[src/rtl/uart_rx_deserializer.sv]
// UART receive deserializer: synchronizes rx_in, finds the start bit, samples each
// bit at mid-period using an external oversample tick, and checks the stop bit.
module uart_rx_deserializer #(
  parameter int unsigned FRAME_WIDTH = 8,
  parameter int unsigned OVERSAMPLE  = 16,
  parameter int unsigned CNT_WIDTH   = $clog2(OVERSAMPLE)
) (
  input  logic                   clk,
  input  logic                   rst,
  input  logic                   rx_in,
  input  logic                   sample_tick,
  output logic [FRAME_WIDTH-1:0] data_out,
  output logic                   data_valid,
  output logic                   frame_error,
  output logic                   busy
);

  localparam int unsigned BIT_W = (FRAME_WIDTH > 1) ? $clog2(FRAME_WIDTH) : 1;
  localparam logic [CNT_WIDTH-1:0] MID_TICK  = CNT_WIDTH'(OVERSAMPLE / 2 - 1);
  localparam logic [CNT_WIDTH-1:0] LAST_TICK = CNT_WIDTH'(OVERSAMPLE - 1);
  localparam logic [BIT_W-1:0]     LAST_BIT  = BIT_W'(FRAME_WIDTH - 1);

  typedef enum logic [2:0] {
    IDLE,
    START,
    DATA,
    STOP,
    WAIT_HIGH
  } state_t;

  state_t                 state;
  logic                   rx_meta;
  logic                   rx_s;
  logic [CNT_WIDTH-1:0]   tick_cnt;
  logic [BIT_W-1:0]       bit_cnt;
  logic [FRAME_WIDTH-1:0] shreg;

  // Both synchronizer stages reset to the idle line level so reset never looks like a start bit.
  always_ff @(posedge clk or negedge rst) begin
    if (!rst) begin
      rx_meta <= 1'b1;
      rx_s    <= 1'b1;
    end else begin
      rx_meta <= rx_in;
      rx_s    <= rx_meta;
    end
  end

  always_ff @(posedge clk or negedge rst) begin
    if (!rst) begin
      state       <= IDLE;
      tick_cnt    <= '0;
      bit_cnt     <= '0;
      shreg       <= '0;
      data_out    <= '0;
      data_valid  <= 1'b0;
      frame_error <= 1'b0;
      busy        <= 1'b0;
    end else begin
      data_valid  <= 1'b0;
      frame_error <= 1'b0;
      if (sample_tick) begin
        unique case (state)
          IDLE: begin
            if (!rx_s) begin
              state    <= START;
              tick_cnt <= '0;
              busy     <= 1'b1;
            end
          end
          START: begin
            if (tick_cnt == MID_TICK) begin
              tick_cnt <= '0;
              if (!rx_s) begin
                state   <= DATA;
                bit_cnt <= '0;
              end else begin
                state <= IDLE;
                busy  <= 1'b0;
              end
            end else begin
              tick_cnt <= tick_cnt + CNT_WIDTH'(1);
            end
          end
          DATA: begin
            if (tick_cnt == LAST_TICK) begin
              tick_cnt <= '0;
              shreg    <= {shreg[FRAME_WIDTH-2:0], rx_s};
              bit_cnt  <= bit_cnt + BIT_W'(1);
              if (bit_cnt == LAST_BIT) begin
                state <= STOP;
              end
            end else begin
              tick_cnt <= tick_cnt + CNT_WIDTH'(1);
            end
          end
          STOP: begin
            if (tick_cnt == LAST_TICK) begin
              tick_cnt <= '0;
              if (rx_s) begin
                data_out   <= shreg;
                data_valid <= 1'b1;
                state      <= IDLE;
                busy       <= 1'b0;
              end else begin
                frame_error <= 1'b1;
                state       <= WAIT_HIGH;
              end
            end else begin
              tick_cnt <= tick_cnt + CNT_WIDTH'(1);
            end
          end
          WAIT_HIGH: begin
            // A held-low line (break) must return high before another start is accepted.
            if (rx_s) begin
              state <= IDLE;
              busy  <= 1'b0;
            end
          end
          default: begin
            state <= IDLE;
            busy  <= 1'b0;
          end
        endcase
      end
    end
  end

endmodule
[config.mk]
export PLATFORM = sky130hd
export DESIGN_NAME = uart_rx_deserializer
export DESIGN_NICKNAME = d
export VERILOG_FILES = /design/src/rtl/uart_rx_deserializer.sv
export SDC_FILE = /design/constraint.sdc
export NUM_CORES = 1
export LEC_CHECK = 0
export BUFFER_PORTS_ARGS = -buffer_cell sky130_fd_sc_hd__buf_2
export CORE_MARGIN = 2
export CORE_UTILIZATION = 57
export DETAILED_ROUTE_END_ITERATION = 8
export PLACE_DENSITY = 0.78
export SLEW_MARGIN = 20
export SYNTH_ARGS = -nofsm -noshare
export SYNTH_HDL_FRONTEND = slang
export SYNTH_SLANG_ARGS = --single-unit
[constraint.sdc]
create_clock -name clk -period 1.7 [get_ports clk]
set_input_delay 0.425 -clock clk [delete_from_list [all_inputs] [get_ports clk]]
set_output_delay 0.425 -clock clk [all_outputs]
set_load 0.02 [all_outputs]
==> impl_summary.md, run 1 <==
Timing
The highest achievable clock rate is between 600 and 700 MHz. In the finished design, the share of the clock period the worst path needs comes to 94.4%. The worst-case headroom to the max-slew limit is 56.0%. At the pin with the least slew margin, the transition time is 660 ps. The total negative slack is 0 ps. The final-report hold violation count is 0. Setup violations remaining at the end of the flow were counted as 0. The shortest period the worst path allows is 1600 ps.

The count of pins over their slew limit is 0. Setup repair after global routing left no endpoint under its margin. The worst clock skew is 12.2 ps.

Synthesis
dfrtp_1 takes more of the synthesized area than any other cell. By area the synthesized netlist is led by dfrtp_1, mux2_2, dfstp_2. The number of enable-type register cells in the synthesized netlist is 0. The synthesized design contains 31 register bits. The number of nets handed over by synthesis was 115.

In the synthesized netlist the dominant register cell turns out to be dfrtp_1. In this run the cell area of the synthesized design comes to roughly 1400 sq um. The top-area cell type share of the netlist area is 50.7%. For this run, the number of Yosys warnings is 0. After synthesis, the share of flip-flops with an asynchronous set or reset is 100%. In this run, distinct cell masters in the synthesized netlist total 37. In the synthesized netlist, the number of instances is between 100 and 150.

The share of the Yosys chip area taken by registers is 54.4%. The synthesized area per cell is 13.3 sq um.

CTS
After clock tree synthesis, the clock-pin slew on the worst setup and hold paths is ~100 ps. Counting every sink on the clock net gives 31. The count of hold buffers inserted by post-cts repair is 0. The tree is rooted in a clkbuf_4. The buffers inserted during post-CTS setup optimization is 0. The H-tree generated during clock tree synthesis spans 2 levels. No sink is reached through more buffers than the 2 on the longest clock path.

The TritonCTS clock tree is done. Buffers inserted during clock tree synthesis total 5. The number of cells upsized or downsized after cts is 0. The worst-skew pair later-pin latency is 320 ps.

Floorplan
For this configuration, the core starts out at a cell density of 58.8%. The area of the placeable core is 2430 sq um. The vertical die dimension is 54.1 um.

The floorplan has 18 rows. The floorplan die area is 2930 sq um. During I/O placement, the number of pins put on the boundary was 15. The die width is 54.1 um.

Detailed routing
The number of remaining DRC errors is 0. The count of routing violations after the opening detailed-route iteration is 12. Once detail routing completed, the nets flagged for antenna violations numbered 0. Dividing the detail-routed wire length by the instance count gives between 15 and 20 um.

The number of iterations in the first detailed-routing pass is 3. The ratio of routed vias to standard cells is 5.90. Summed over all layers, the routed wires come to between 2 and 3 mm. The via count of the routed design is about 940.

Critical path
Data arrives at the worst endpoint at 1810 ps. In this design, the stage delay of the slowest critical-path cell is 440 ps. The worst setup path is captured at a flop.

The endpoint required time on the critical path is between 1500 and 2000 ps. The worst setup path is of the flop to flop kind. The maximum fanout along the worst path is 9. The worst path buffer plus inverter count is 1. The cell class contributing the biggest share of worst-path delay is flip-flops. The kind of start point of the critical path is a flop. For this design, the slowest cell found on the critical path is dfrtp_1. The signal on the critical path passes through ha_4, nand4_4, nor3_4, buf_12, mux2_2.

Placed design
Port buffering added 14 buffers. After legalization and detailed placement, the total HPWL measured ~1.8 mm. The routability congestion estimate is ~0.86.

Power
The analysis attributes to net switching a power of 0.702 mW. The total leakage power is 0.818 nW. The cell-internal power is ~1.4 mW. Per report_power, the sequential group accounts for 47.8% of the total.

The worst-case IR drop observed on VDD is between 0.0009 and 0.001 V. The clock network accounts for a little under a quarter of the total power. The total power is 2.11 mW. The power density relative to cell area is approximately 1300 nW/um^2.

The combinational share of power is between 20% and 30%. In this run switching power makes up 33.3% of total power.

Finish
The layout cell share with drive strength beyond 1 is 41.5%. The repair_antennas step left the layout with diodes totalling 0. Compared with the post-synthesis result, the final layout area differs by 15.7%. The total number of nets in the final design is approximately 140. The count of filler cells inserted in the layout is between 150 and 200.

Global route
The first global-routing pass estimated about 4.3 mm of wire. The largest net degree at the start of global routing is 32. The via count of the first global-routing pass came to 926.

The initial antenna violation count is 0. The overall track demand over capacity in global routing is around a fifth. The overall overflow remaining after global route is 0.

Job
The total of max-cap violations is 0.

Outcome
The run finished with clean final reports.

Worst hold path
The kind of path behind the tightest hold check is input pin to asynchronous set/reset pin.
[per-stage QoR]
step                      area (sq um)  util [%]  hold slack (ps)  worst slack, ps  instances
after global placement            1560      64.2              348              124        152
final                             1660      68.1              118             96.0        160
after global routing              1660      68.1              160             25.5        160
after detailed placement          1560      64.2              349             38.6        152
after floorplan                   1430         -              129              132        108
after CTS                         1630      67.0              140             20.4        160
[per-layer routing]
layer | vias up | track usage (%) | wire [um]
met5 | - | 0 | 0
met4 | 0 | 7.50 | 12
met3 | 2 | 8.61 | 105
met2 | 15 | 33.3 | 1300
met1 | 487 | 26.0 | 1150
li1 | 440 | - | -
[cell type report]
cell class	instances	area, sq um	area share [%]
inverters	1	3.75	0.227
well taps	30	37.5	2.27
clock buffers	8	68.8	4.15
repair buffers	20	128	7.70
flip-flops and latches	31	778	47.0
multi-input cells	70	641	38.7
[path summary, 6_finish.rpt]
path	end	start	depth (start not counted)	slack [ps]
min in group clk	rx_meta	rx_in	1	200
min	busy	rst	1	120
max reg2reg	data_out[2]	tick_cnt[0]	5	100
max in group asynchronous	tick_cnt[1]	rst	1	1140
min reg2reg	rx_s	rx_meta	0	360
max	data_out[2]	tick_cnt[0]	5	100
[Yosys cell counts, types with 2 or more instances]
cell,count
and2_1,3
buf_4,3
o2bb2ai_1,2
a21o_1,3
clkbuf_1,2
nor2_1,2
dfrtp_1,29
nor2b_1,3
nand2b_1,6
mux2_2,18
nand3_1,2
ha_1,3
a22o_1,3
nor3b_1,2
nor4b_1,3
dfstp_2,2
a21oi_1,2
[power groups by stage]
| stage | clock network (mW) | registers (mW) | logic, mW |
|---|---|---|---|
| floorplan | 0 | 0.979 | 0.442 |
| global placement | 0 | 0.992 | 0.563 |
| detailed placement | 0 | 0.999 | 0.583 |
| CTS | 0.495 | 0.985 | 0.587 |
| global route | 0.539 | 1.03 | 0.677 |
| finish | 0.485 | 1.01 | 0.614 |
[state kept, by name, indices dropped and copies added, names as in the netlist]
register	cells
busy	1
frame_error	1
tick_cnt	4
rx_meta	1
bit_cnt	3
data_valid	1
rx_s	1
shreg	8
state	3
data_out	8
[cell families (layout without fill, tap and decap cells)]
kind of cell	after synthesis	in the layout	synth area share (%)
adder cells (fa/ha/maj)	3	3	2.62
AND/OR/NAND/NOR	31	31	16.1
flip-flops	31	31	54.4
AO/OA/AOI/OAI	17	17	9.44
buffers and inverters	7	29	2.71
multiplexers	18	18	14.2
XOR/XNOR	1	1	0.612
[worst register-to-register path: stages, from the launching register on]
cell	delay [ps]
dfrtp_1	440
ha_4	190
nand4_4	140
nor3_4	240
buf_12	150
mux2_2	330
[placed cells by master (no fill, tap or decap), types with 2 or more instances in the layout]
cell type	instances
nor4b_1	3
nor2_1	2
and2_1	3
o2bb2ai_1	2
buf_4	5
clkbuf_8	2
a21oi_1	2
nor3b_1	2
dfstp_2	2
a22o_1	3
nor3_4	2
buf_2	14
nand2b_1	6
a21o_1	3
nand3_1	2
dfrtp_1	29
ha_1	2
clkbuf_4	5
nor2b_1	3
mux2_2	18
Power figures use the tool's default switching activity.
==> run 2, diff against run 1 <==
--- a/config.mk
+++ b/config.mk
@@ -7,9 +7,10 @@
 export LEC_CHECK = 0
 export BUFFER_PORTS_ARGS = -buffer_cell sky130_fd_sc_hd__buf_2
 export CORE_MARGIN = 2
-export CORE_UTILIZATION = 57
+export CORE_UTILIZATION = 60
+export CTS_BUF_LIST = sky130_fd_sc_hd__clkbuf_4 sky130_fd_sc_hd__clkbuf_8
 export DETAILED_ROUTE_END_ITERATION = 8
-export PLACE_DENSITY = 0.78
+export PLACE_DENSITY = 0.81
 export SLEW_MARGIN = 20
 export SYNTH_ARGS = -nofsm -noshare
 export SYNTH_HDL_FRONTEND = slang
==> impl_summary.md, run 2 (synthesized netlist as in run 1, its figures left out) <==
Outcome
The run finished with clean final reports.

Finish
The growth of design area from synthesis to finish is 15.1%. The count of filler cells inserted in the layout is 153 (-16%). The register area is 778 sq um (unchanged). In the final layout, the registers with the most flip-flops are data_out (8), shreg (8), tick_cnt (4). The total number of nets in the final design was 136 (unchanged). The multi-input combinational cell area came to 617 sq um (-3.7%). The layout cell share with drive strength beyond 1 is 41.5% (unchanged). The library cell used most frequently in the layout, excluding fill and tap cells, is dfrtp_1.

The antenna diode count was 0 (unchanged). The final instance area came to 1650 sq um (-0.53%). The library cells used most frequently in the layout, excluding fill and tap cells, are dfrtp_1, mux2_2, buf_2, nand2b_1.

Floorplan
The initial core utilization was 64.1% (+5.2 points). The placement row count was 17 (-1). The die width is 52.8 um (-2.3%). The total I/O pin count is 15 (unchanged). The area of the placeable core is 2230 sq um (-8.2%). The floorplan die area was 2790 sq um (-4.6%). The vertical die dimension was 52.8 um (-2.3%).

Timing
The final-report hold violation count is 0 (unchanged). The worst-case headroom to the max-slew limit is 56.7% (+0.72 points). The highest achievable clock rate is 619 MHz (-0.74%). The worst-case setup margin in the final layout came to 84.1 ps (-11.9 ps). The shortest period the worst path allows is 1620 ps (+11.9 ps). The total negative slack is 0 ps (unchanged).

The period utilization was 95.1% (+0.70 points). The measured slew at the worst slew-check pin is 649 ps (-10.8 ps). The count of pins over their slew limit was 0 (unchanged). The final setup violation count is 0 (unchanged). Setup repair after global routing left no endpoint under its margin.

The worst clock skew was 15.6 ps (+3.32 ps).

CTS
The clock net sink count is 31 (unchanged). The total clock buffers created by CTS is 5 (unchanged). The buffers inserted during post-CTS setup optimization is 0 (unchanged). The clock-pin slew reported for the worst setup and hold paths after clock tree synthesis was 110 ps (about the same).

The worst-skew pair later-pin latency is 330 ps (about the same). The TritonCTS clock tree is done. The maximum number of buffers from clock root to sink was 2 (unchanged).

Clock tree synthesis selected as its root buffer the cell clkbuf_4. The number of H-tree levels is 2 (unchanged).

Global route
The overall track demand over capacity in global routing was 21.0% (-0.059 points). The overall overflow remaining after global route came to 0 (unchanged). The wire length of the first global-routing pass is 4.11 mm (-3.4%). The via count of the first global-routing pass was 884 (-4.5%). The initial antenna violation count is 0 (unchanged).

The largest net degree at the start of global routing is 32 (unchanged).

Critical path
The critical path is of the flop to flop type. The largest stage delay on the critical path is 400 ps (-40 ps). The kind of start point of the critical path is a flop. The worst setup path is captured at a flop.

The cell type of the slowest stage on the worst timing path is dfrtp_1. The signal on the critical path passes through ha_2, nand4_4, nor3_4, buf_12, mux2_2. The critical path data arrival time is 1830 ps (+20 ps).

The setup slack of the most critical reg-to-reg path is 80 ps (about the same). The endpoint required time on the critical path is 1910 ps (about the same). The maximum fanout along the worst path is 9 (unchanged).

Detailed routing
The count of routing violations after the opening detailed-route iteration is 7 (-5). The number of iterations in the first detailed-routing pass is 4 (+1). The ratio of routed vias to standard cells is 5.81 (-1.5%). The number of remaining DRC errors is 0 (unchanged). The final wirelength is 2.35 mm (-8.7%). The via count of the routed design was 918 (-2.8%). The routed length per placed instance is 14.9 um (-7.5%). The number of routed nets with antenna violations is 0 (unchanged).

Power
The maximum resistive drop on vdd was 0.00103 V (+11%). The total leakage power is 0.819 nW (about the same). The total power was 2.17 mW (+3.0%). The power density relative to cell area is 1320 nW/um^2 (+3.6%).

Placed design
The worst slack at placement is 62.2 ps (+23.6 ps). The total cell area at the placement stage is 1560 sq um (-0.16%). The post-DP HPWL came to 1.62 mm (-10%). The routability congestion estimate was 0.865 (+0.38%). The count of input and output buffers was 14 (unchanged).

Worst hold path
In this run the worst hold path is classified as input pin to asynchronous set/reset pin.

Job
The total of max-cap violations is 0 (unchanged).
-- run 2: routing by layer --
metal | track usage (%) | wire [um] | vias up
met5 | 0 | 0 | -
met4 | 11.5 | 51 | 0
met3 | 6.00 | 91 | 5
met2 | 31.7 | 1100 | 20
met1 | 27.2 | 1110 | 454
li1 | - | - | 439
-- run 2: final cells by class --
cell class | count | area share, %
sequential | 31 | 47.2
tap | 28 | 2.13
clock inverter | 2 | 2.13
clock buffer | 6 | 3.11
inverter | 1 | 0.228
timing repair buffer | 20 | 7.74
multi-input combinational | 70 | 37.4
-- run 2: final timing paths --
path                             startpoint     endpoint  depth (start not counted)
worst max-delay path            tick_cnt[0]  data_out[4]                          5
worst min register to register      rx_meta         rx_s                          0
min in group clk                      rx_in      rx_meta                          1
worst min-delay path                    rst   data_valid                          1
worst max register to register  tick_cnt[0]  data_out[4]                          5
max in group asynchronous               rst  tick_cnt[2]                          1
-- run 2: what timing repair did --
| action | 4_1_cts | 5_1_grt |
|---|---|---|
| setup endpoints to repair | 0 | 8 |
| resized for setup | 0 | 1 |
| hold buffers | 0 | 0 |
-- run 2: stage by stage --
stage / cells / hold WS (ps) / util [%]
final: 158 / 103 / 73.8
after global routing: 158 / 157 / 73.8
after CTS: 158 / 126 / 73.7
after detailed placement: 150 / 349 / 69.8
after global placement: 150 / 350 / 69.8
after floorplan: 108 / 129 / -
-- run 2: power by group --
group / switching, mW / leakage, nW / total [mW] / internal (mW)
logic: 0.298 / 0.368 / 0.586 / 0.288
clock network: 0.253 / 0.0482 / 0.601 / 0.347
registers: 0.127 / 0.403 / 0.983 / 0.855
total: 0.678 / 0.819 / 2.17 / 1.49
-- run 2: critical path, delay by kind of cell, from the launching register on --
family | cells | cell delay (ps)
flip-flops | 1 | 400
AND/OR/NAND/NOR | 2 | 370
multiplexers | 1 | 330
adder cells (fa/ha/maj) | 1 | 250
buffers and inverters | 1 | 150
==> run 3, diff against run 2 <==
--- a/config.mk
+++ b/config.mk
@@ -7,10 +7,10 @@
 export LEC_CHECK = 0
 export BUFFER_PORTS_ARGS = -buffer_cell sky130_fd_sc_hd__buf_2
 export CORE_MARGIN = 2
-export CORE_UTILIZATION = 60
+export CORE_UTILIZATION = 54
 export CTS_BUF_LIST = sky130_fd_sc_hd__clkbuf_4 sky130_fd_sc_hd__clkbuf_8
 export DETAILED_ROUTE_END_ITERATION = 8
-export PLACE_DENSITY = 0.81
+export PLACE_DENSITY = 0.77
 export SLEW_MARGIN = 20
 export SYNTH_ARGS = -nofsm -noshare
 export SYNTH_HDL_FRONTEND = slang
==> constraint.sdc (replaced) <==
create_clock -name clk -period 1.4 [get_ports clk]
set_input_delay 0.35 -clock clk [delete_from_list [all_inputs] [get_ports clk]]
set_output_delay 0.35 -clock clk [all_outputs]
set_load 0.02 [all_outputs]
==> impl_summary.md, run 3 (synthesized netlist as in run 1, its figures left out) <==
Outcome
The run finished, with violations left. The final reports fail on negative setup slack.

Job
The total of max-cap violations came to 0 (unchanged).

Placed design
The routability congestion estimate was 0.862 (-0.34%). The post-DP HPWL was 1.88 mm (+16%). The total cell area at the placement stage is 1710 sq um (+9.7%). The count of input and output buffers is 14 (unchanged).

Worst hold path
The endpoint of the worst hold path is rx_meta. The hold-critical path depth is 1. The worst hold path begins at rx_in. The kind of path behind the tightest hold check is input pin to flop.

Critical path
The cell class contributing the biggest share of worst-path delay is flip-flops. STA classifies the critical path endpoint as a flop. The setup slack of the most critical reg-to-reg path was -100 ps (-190 ps).

The largest stage delay on the critical path is 410 ps (about the same). The worst path buffer plus inverter count is 1 (unchanged). In this run the critical register-to-register path is captured at shreg[0].

The critical setup path kind is flop to flop. The number of cells traversed by the worst register-to-register path is 5 (unchanged). The signal on the critical path passes through ha_4, nand4_4, nor3_4, buf_6, mux2_4. The slowest stage of the critical path is the dfrtp_1 cell. The maximum fanout along the worst path is 5 (-4). STA classifies the critical path startpoint as a flop. The critical path data arrival time is 1720 ps (-110 ps). The endpoint required time on the critical path is 1610 ps (-300 ps). The worst register-to-register path begins at tick_cnt[0].

Power
The total leakage power is 0.928 nW (+13%). The cell-internal power is 1.84 mW (+23%). The power share of the sequential group is 42.8% (-2.5 points). The power density relative to cell area is 1460 nW/um^2 (+11%). The switching component of the power is 0.934 mW (+38%). The maximum resistive drop on vdd is 0.00124 V (+20%). The total power came to 2.78 mW (+28%). The share of power burned in the clock network came to 19.3% (-8.4 points). The switching power as a share of total power is 33.7% (+2.4 points). The combinational share of power is 37.9% (+11 points).

Finish
The antenna diode count came to 0 (unchanged). The register area is 781 sq um (+0.32%). The final instance area was 1900 sq um (+15%). The layout cell share with drive strength beyond 1 is 53.7% (+12 points). The count of filler cells inserted in the layout is 150 (-2.0%).

The commonest non-fill, non-tap cell in the layout is dfrtp_1. The multi-input combinational cell area came to 718 sq um (+16%). Leaving out fill and tap cells, the most frequent cells in the layout are dfrtp_1, buf_4, mux2_4, buf_2. The growth of design area from synthesis to finish is 32.5%. In the final layout, the registers with the most flip-flops are data_out (8), shreg (8), tick_cnt (4). The total number of nets in the final design is 156 (+15%).

Detailed routing
The number of routed nets with antenna violations is 0 (unchanged). The count of routing violations after the opening detailed-route iteration came to 24 (+17). The via count of the routed design is 1008 (+9.8%). The number of iterations in the first detailed-routing pass is 4 (unchanged). The number of remaining DRC errors came to 0 (unchanged). The routed length per placed instance was 16.1 um (+8.4%). The ratio of routed vias to standard cells is 5.63 (-3.1%). The final wirelength was 2.88 mm (+23%).

Global route
The overall overflow remaining after global route is 0 (unchanged). The wire length of the first global-routing pass came to 4.86 mm (+18%). The initial antenna violation count came to 0 (unchanged). The overall track demand over capacity in global routing is 20.8% (-0.26 points). The via count of the first global-routing pass is 1030 (+17%). The largest net degree at the start of global routing was 20 (-38%).

Floorplan
The initial core utilization is 57.3% (-6.8 points). The total I/O pin count is 15 (unchanged). The area of the placeable core came to 2500 sq um (+12%).

The floorplan die area is 3080 sq um (+10%). The placement row count is 18 (+1). The die width is 55.5 um (+5.0%). The vertical die dimension came to 55.5 um (+5.0%).

Timing
The measured slew at the worst slew-check pin was 365 ps (-284 ps). Setup repair after global routing could not meet its margin everywhere. The period utilization was 107% (+12 points).

The highest achievable clock rate was 665 MHz (+7.5%). The shortest period the worst path allows is 1500 ps (-112 ps). The worst clock skew is 12.0 ps (-3.52 ps). The final setup violation count is 19 (+19).

The count of pins over their slew limit is 0 (unchanged). The worst-case headroom to the max-slew limit is 75.5% (+19 points). The final-report hold violation count is 0 (unchanged).

The final hold slack is 117 ps (+13.2 ps). The worst-case setup margin in the final layout is -104 ps (-188 ps).

CTS
The clock net sink count is 31 (unchanged). The total clock buffers created by CTS is 5 (unchanged). The maximum number of buffers from clock root to sink is 2 (unchanged).

The clock-pin slew reported for the worst setup and hold paths after clock tree synthesis was 80 ps (-30 ps). The library cell used as clock root buffer is clkbuf_4. The TritonCTS clock tree is done.

The number of H-tree levels is 2 (unchanged). The worst-skew pair later-pin latency is 330 ps (about the same).
-- run 3: cell types whose count changed in the layout (fill, tap and decap cells not counted), sizes merged --
cell	before	now
buf	20	39
bufinv	1	0
dlygate4sd3	0	1
-- run 3: cell type report --
| cell class | instances | share of cell area [%] |
|---|---|---|
| timing repair buffer | 40 | 15.8 |
| clock inverter | 1 | 0.264 |
| clock buffer | 6 | 2.70 |
| inverter | 1 | 0.198 |
| tap | 30 | 1.98 |
| sequential | 31 | 41.2 |
| multi-input combinational | 70 | 37.9 |
-- run 3: per-stage QoR --
step	TNS, ps	utilization (%)	instances	setup WS [ps]
global placement	-984	68.4	168	-73.1
global route	-2830	75.9	179	-164
detailed placement	-1960	68.4	168	-152
floorplan	-1520	-	108	-109
finish	-1440	75.9	179	-104
CTS	-1480	75.1	178	-112
-- run 3: worst max-delay path by stage --
stage | start | endpoint | cells past startpoint
floorplan | tick_cnt[0] | data_out[0] | 4
global placement | tick_cnt[0] | shreg[7] | 5
detailed placement | tick_cnt[0] | shreg[0] | 5
CTS | tick_cnt[0] | shreg[5] | 5
global route | tick_cnt[0] | shreg[0] | 5
finish | tick_cnt[0] | shreg[0] | 5
-- run 3: what timing repair did --
action | CTS | global route
gates resized for setup | 20 | 5
setup buffers | 1 | 1
pin swaps | 0 | 0
hold endpoints to repair | 10 | 0
hold buffers | 1 | 0
endpoints found under the setup margin | 22 | 27
gates cloned | 1 | 0
-- run 3: power groups by stage --
stage	Combinational (mW)	Sequential, mW	Clock, mW
2_1_floorplan	0.549	1.19	0
3_3_place_gp	0.930	1.17	0
3_5_place_dp	0.969	1.18	0
4_1_cts	1.05	1.18	0.552
5_1_grt	1.16	1.20	0.603
6_report	1.05	1.19	0.536
-- run 3: layer usage --
metal | up-vias | global-route usage (%) | part of all wire [%]
met4 | 0 | 11.5 | 1.6
met1 | 500 | 28.4 | 49
met5 | - | 0 | 0
met3 | 5 | 7.03 | 4.3
li1 | 481 | - | -
met2 | 22 | 28.9 | 45
